File: src/rtl/clk_div_gen.sv
// Programmable clock divider with independent high time and period-start tick.
// Define CLKDIV_SYNC_LOAD_EN to defer loads to the next period boundary via shadow registers.
module clk_div_gen #(
    parameter int WIDTH = 16
) (
    input  logic             clk_in_i,
    input  logic             rst_i,
    input  logic             en_i,
    input  logic             load_i,
    input  logic [WIDTH-1:0] div_in_i,
    input  logic [WIDTH-1:0] high_in_i,
    output logic             clk_out_o,
    output logic             tick_o,
    output logic             busy_o
);

    logic [WIDTH-1:0] cnt_q, cnt_d;
    logic [WIDTH-1:0] a_div_q, a_div_d;
    logic [WIDTH-1:0] a_high_q, a_high_d;
    logic             clk_out_q, clk_out_d;
    logic             tick_q, tick_d;
    logic             wrap;
    logic [WIDTH-1:0] c_n;

    assign wrap = (cnt_q == a_div_q);
    assign c_n  = wrap ? '0 : cnt_q + WIDTH'(1);

`ifdef CLKDIV_SYNC_LOAD_EN
    logic [WIDTH-1:0] p_div_q, p_div_d;
    logic [WIDTH-1:0] p_high_q, p_high_d;
    logic             p_vld_q, p_vld_d;

    always_comb begin
        cnt_d     = cnt_q;
        a_div_d   = a_div_q;
        a_high_d  = a_high_q;
        p_div_d   = p_div_q;
        p_high_d  = p_high_q;
        p_vld_d   = p_vld_q;
        clk_out_d = 1'b0;
        tick_d    = 1'b0;
        if (!en_i || wrap) begin
            // Parked or at a period boundary: a fresh load beats the pending one.
            if (load_i) begin
                a_div_d  = div_in_i;
                a_high_d = high_in_i;
            end else if (p_vld_q) begin
                a_div_d  = p_div_q;
                a_high_d = p_high_q;
            end
            p_vld_d = 1'b0;
            if (!en_i) begin
                cnt_d = a_div_d;
            end else begin
                cnt_d     = '0;
                tick_d    = 1'b1;
                clk_out_d = (a_high_d != '0);
            end
        end else begin
            if (load_i) begin
                p_div_d  = div_in_i;
                p_high_d = high_in_i;
                p_vld_d  = 1'b1;
            end
            cnt_d     = c_n;
            clk_out_d = (c_n < a_high_q);
        end
    end

    always_ff @(posedge clk_in_i) begin
        if (rst_i) begin
            p_div_q  <= '0;
            p_high_q <= '0;
            p_vld_q  <= 1'b0;
        end else begin
            p_div_q  <= p_div_d;
            p_high_q <= p_high_d;
            p_vld_q  <= p_vld_d;
        end
    end

    assign busy_o = p_vld_q;
`else
    always_comb begin
        cnt_d     = cnt_q;
        a_div_d   = a_div_q;
        a_high_d  = a_high_q;
        clk_out_d = 1'b0;
        tick_d    = 1'b0;
        if (!en_i) begin
            if (load_i) begin
                a_div_d  = div_in_i;
                a_high_d = high_in_i;
            end
            cnt_d = a_div_d;
        end else if (load_i) begin
            // Immediate load aborts the running period and restarts at count 0.
            a_div_d   = div_in_i;
            a_high_d  = high_in_i;
            cnt_d     = '0;
            tick_d    = 1'b1;
            clk_out_d = (high_in_i != '0);
        end else begin
            cnt_d     = c_n;
            clk_out_d = (c_n < a_high_q);
            tick_d    = wrap;
        end
    end

    assign busy_o = 1'b0;
`endif

    always_ff @(posedge clk_in_i) begin
        if (rst_i) begin
            cnt_q     <= '0;
            a_div_q   <= '0;
            a_high_q  <= '0;
            clk_out_q <= 1'b0;
            tick_q    <= 1'b0;
        end else begin
            cnt_q     <= cnt_d;
            a_div_q   <= a_div_d;
            a_high_q  <= a_high_d;
            clk_out_q <= clk_out_d;
            tick_q    <= tick_d;
        end
    end

    assign clk_out_o = clk_out_q;
    assign tick_o    = tick_q;

endmodule

File: config.mk
export PLATFORM = sky130hd
export DESIGN_NAME = clk_div_gen
export DESIGN_NICKNAME = d
export VERILOG_FILES = /design/src/rtl/clk_div_gen.sv
export SDC_FILE = /design/constraint.sdc
export NUM_CORES = 1
export LEC_CHECK = 0
export CORE_MARGIN = 4
export CORE_UTILIZATION = 40
export CTS_BUF_LIST = sky130_fd_sc_hd__clkbuf_8
export DETAILED_ROUTE_END_ITERATION = 10
export PLACE_DENSITY_LB_ADDON = 0.25
export REMOVE_ABC_BUFFERS = 1
export SLEW_MARGIN = 25
export SYNTH_ARGS = -nofsm -noshare
export SYNTH_HDL_FRONTEND = slang
export SYNTH_SLANG_ARGS = --single-unit
export TNS_END_PERCENT = 50
File: constraint.sdc
create_clock -name clk_in_i -period 7.3 [get_ports clk_in_i]
set_clock_uncertainty 0.15 [all_clocks]
set_input_delay 1.825 -clock clk_in_i [delete_from_list [all_inputs] [get_ports clk_in_i]]
set_output_delay 1.825 -clock clk_in_i [all_outputs]
set_load 0.01 [all_outputs]
# Yosys cells after proc, flatten, opt, wreduce, memory -nomap -nowiden
# Index checks and enable logic that the tools add are counted.
[totals]
wordCells = 17
reg_bits = 50
out_inout_bits = 3
[classes]
add_sub_neg = 1
bitwise_logic = 1
eq_ne = 1
reduce_logical = 2
order_cmp = 1
n_mux = 6
[ops]
columns = ["operator", "count"]
rows = [
  ["16-bit two-way mux", 4],
  ["16-bit by 1-bit adder with 16-bit output (second input constant)", 1],
  ["16-bit equality test", 1],
  ["16-bit less-than comparator", 1],
  ["16-bit nonzero test", 1],
  ["1-bit two-way mux", 2],
  ["2-bit OR reduction", 1],
  ["1-bit inverter", 1],
]

# Logic depth before layout (Yosys ltp)
[depth]
ltp_word = 4
ltp_mapped = 12
ltp_nobuf = 11

# Worst setup path before layout
# Ideal clock, no wire load.
[synth_timing]
kind = "input-to-reg"
start = "input port en_i"
end = "register cnt_q[10]"
setup_ns = 0.092
slack_ns = 4.219
stages = 6
t_arrival_ns = 2.838
path_cell_list = "clkbuf_1 -> nand2b_1 -> or3_1 -> buf_4 -> buf_6 -> o32ai_1"
[synth_between]
elab_chain_cells = 1
[synth_rtl]
columns = ["element", "line_no", "text"]
rows = [
  ["from (decl)", "8", "input logic en_i,"],
  ["16-bit two-way mux", "90", "if (!en_i) begin"],
  ["to (signal assigned)", "121", "cnt_q <= cnt_d;"],
  ["to (decl)", "17", "logic [WIDTH-1:0] cnt_q, cnt_d;"],
]
# Every way passes these cells.
# A chain may end at the register's enable or synchronous reset.

# Final worst setup path
[layout_timing]
start = "input port en_i"
end = "register cnt_q[15]"
# The elaborated chain is that of the path after synthesis.

==> flow_metrics.env <==
export IMPL_cts_max_level=2
export IMPL_wl_per_cell_um=14.0
export IMPL_clockRootBuffer="clkbuf_8"
export IMPL_timing_max_cap_violations=0
export IMPL_num_nets_final=369
export IMPL_compound_gate_fraction_of_synth_area_pct=8.61
export IMPL_drtPass1Iterations=4
export IMPL_synth_seq_area_share_pct=37.8
export IMPL_async_reset_ff_share_pct=0
export IMPL_synthCells=289
export IMPL_die_area_um2=7980
export IMPL_reg2reg_setup_slack_ns=4.19
export IMPL_ys_ff_latch=50
export IMPL_portBuffers=37
export IMPL_design_core_area_um2=6390
export IMPL_synth_cell_types=38
export IMPL_yosys_area_share_adder_pct=7.57
export IMPL_final_critical_period_ns=3.73
export IMPL_dpl_hpwl_mm=4.12
export IMPL_synthMuxAreaShare_pct=12.1
export IMPL_final_fill_count=627
export IMPL_power_share_combinational_pct=17.7
export IMPL_antenna_found_initial=0
export IMPL_floorplan_rows=29
export IMPL_tritoncts_num_buffers=5
export IMPL_timing_critical_path_arrival_ns=3.79
export IMPL_cts_sink_count=50
export IMPL_internal_power_uw=443
export IMPL_rsz0062_at_grt="false"
export IMPL_p_seq_share_pct=50.6
export IMPL_grt_first_pass_wirelength_mm=9.17
export IMPL_routed_via_count=2085
export IMPL_io_pins=39
export IMPL_setup_violation_total_in_the_final_timing_report=0
export IMPL_netSwitchingFraction_pct=25.7
export IMPL_fp_dieH_um=89.3
export IMPL_post_place_ws_ns=3.27
export IMPL_power_switching_uw=153
export IMPL_final_core_density_pct=49.0
export IMPL_antennaDiodeCount=0
export IMPL_holdPathEnd="a_high_q[1]"
export IMPL_pwr_density_cell_nw_per_um2=190
export IMPL_timing_setup_critical_path_class="input port to flop"
export IMPL_hold_path_class="flop to flop"
export IMPL_number_of_flops_mapped_to_enable_cells_by_yosys=0
export IMPL_drc=0
export IMPL_track_usage_pct=14.7
export IMPL_p_leak_nw=1.24
export IMPL_remaining_overflow_grt=0
export IMPL_finalHoldViolCount=0
export IMPL_post_cts_repair_setup_buffers=0
export IMPL_yosys_area_share_xor_xnor_pct=10.2
export IMPL_yosysWarnings=0
export IMPL_final_setup_worst_slack_ns=3.57
export IMPL_pwr_share_clk_pct=31.6
export IMPL_syn_to_final_growth_pct=18.3
export IMPL_die_x_um=89.3
export IMPL_postRouteAntennaNets=0
export IMPL_top_library_cells_by_usage_in_the_layout_fill_and_taps_aside="55 x nor2_1, 50 x dfxtp_1, 36 x clkdlybuf4s50_1"
export IMPL_clock_tree_buffer_depth=2
export IMPL_worst_skew_pair_late_latency_ns=0.30
export IMPL_critical_path_required_ns=7.35
export IMPL_grt_start_max_net_pins=51
export IMPL_synth_top_family_by_area="simple AND/OR/NAND/NOR gates"
export IMPL_post_cts_resized_instances=0
export IMPL_final_max_slew_viol_count=0
export IMPL_worst_r2r_endpoint="clk_out_o"
export IMPL_initial_cell_density_of_the_core_pct=41.4
export IMPL_first_global_vias=1992
export IMPL_timing_reg2reg_worst_path_depth=10
export IMPL_drive_gt1_share_pct=3.14
export IMPL_status="finished clean"
export IMPL_synthFlopType="dfxtp_1"
export IMPL_path_clk_slew_ns=0.09
export IMPL_drt_iter0_drc=111
export IMPL_vias_per_cell=5.28
export IMPL_max_clock_freq_ghz=0.268
export IMPL_setup_worst_path_start_class="input port"
export IMPL_critical_path_maximum_fanout=18
export IMPL_power_ir_vdd_worst_uv=115
export IMPL_timing_worst_slew_pin_value_ns=0.998
export IMPL_mostFrequentLayoutCell="nor2_1"
export IMPL_synthesized_area_fraction_occupied_by_and_or_nand_nor_cells_pct=17.6
export IMPL_fin_crit_sh_pct=51.2
export IMPL_setup_worst_path_end_class="flop"
export IMPL_tritoncts="done"
export IMPL_worst_hold_path_num_cells=2
export IMPL_maxSlewHeadroom_pct=33.5
export IMPL_reg2reg_from="cnt_q[11]"
export IMPL_postRouteWirelength_mm=5.55
export IMPL_post_synth_instance_area_um2=2650
export IMPL_synthesized_area_per_cell_um2=9.15
export IMPL_hp_start="a_high_q[1]"
export IMPL_place_gp_congestion=0.878
export IMPL_cts_hold_buffers=0
export IMPL_fin_setup_tns_ns=0
-- power groups by stage --
stage / Combinational [mW] / Clock (mW) / Sequential, mW
global route: 0.118 / 0.203 / 0.304
CTS: 0.107 / 0.194 / 0.302
global placement: 0.105 / 0 / 0.307
finish: 0.106 / 0.188 / 0.302
detailed placement: 0.106 / 0 / 0.308
floorplan: 0.0613 / 0 / 0.305
-- per-layer routing --
metal	GRT usage, %	up-vias	part of all wire (%)
li1	-	1065	-
met3	2.86	7	5.6
met5	0	-	0
met1	20.5	963	47
met4	3.65	0	0.76
met2	23.4	50	46
-- Yosys cell counts, drive strengths merged (6+ instances only) --
master | number | area share, %
nand2 | 7 | 0.99
xnor2 | 20 | 6.9
inv | 17 | 2.4
nand4 | 13 | 3.1
o32ai | 16 | 5.3
xor2 | 10 | 3.3
nor2 | 55 | 7.8
clkbuf | 8 | 1.2
buf | 9 | 2.3
nand3 | 6 | 1.1
mux2i | 32 | 12
ha | 16 | 7.6
dfxtp | 50 | 38
-- registers in the layout, summed over array words and instances (netlist names) --
name and flops:
a_div_q 16, a_high_q 16, cnt_q 16, clk_out_o 1, tick_o 1
-- per-stage QoR --
| stage | area, um2 | cells | hold WS, ns | total power [mW] |
|---|---|---|---|---|
| 6_report | 3130 | 395 | 0.352 | 0.596 |
| 5_1_grt | 3130 | 395 | 0.372 | 0.626 |
| 4_1_cts | 3130 | 395 | 0.359 | 0.603 |
| 3_5_place_dp | 3020 | 387 | 0.337 | 0.414 |
| 3_3_place_gp | 3020 | 387 | 0.327 | 0.412 |
| 2_1_floorplan | 2550 | 272 | 0.310 | 0.366 |
-- layout make-up --
cell class	instances	area, um2	share of cell area [%]
clock buffers	5	68.8	2.20
clock inverters	3	37.5	1.20
inverters	17	63.8	2.04
multi-input cells	205	1490	47.6
flip-flops and latches	50	1000	32.0
well taps	77	96.3	3.08
repair buffers	38	373	11.9
-- critical path: stages --
cell	delay, ns
clkdlybuf4s50_1	0.93
nand2b_1	0.18
or3_1	0.61
o32ai_1	0.22
-- logic make-up after synthesis --
group                    Yosys count
AND/OR/NAND/NOR                   97
AO/OA/AOI/OAI                     29
adder cells (fa/ha/maj)           16
XOR/XNOR                          30
multiplexers                      32
flip-flops                        50
other                              1
buffers and inverters             34
-- worst max-delay path by stage --
stage	start	to	slack, ns	cells past startpoint
2_1_floorplan	rst_i	cnt_q[0]	4.45	3
3_3_place_gp	en_i	cnt_q[12]	3.38	4
3_5_place_dp	en_i	cnt_q[15]	3.27	4
4_1_cts	en_i	cnt_q[15]	3.58	4
5_1_grt	en_i	cnt_q[9]	3.39	4
6_report	en_i	cnt_q[15]	3.57	4
Note: power is estimated with default switching activity, not from simulation.
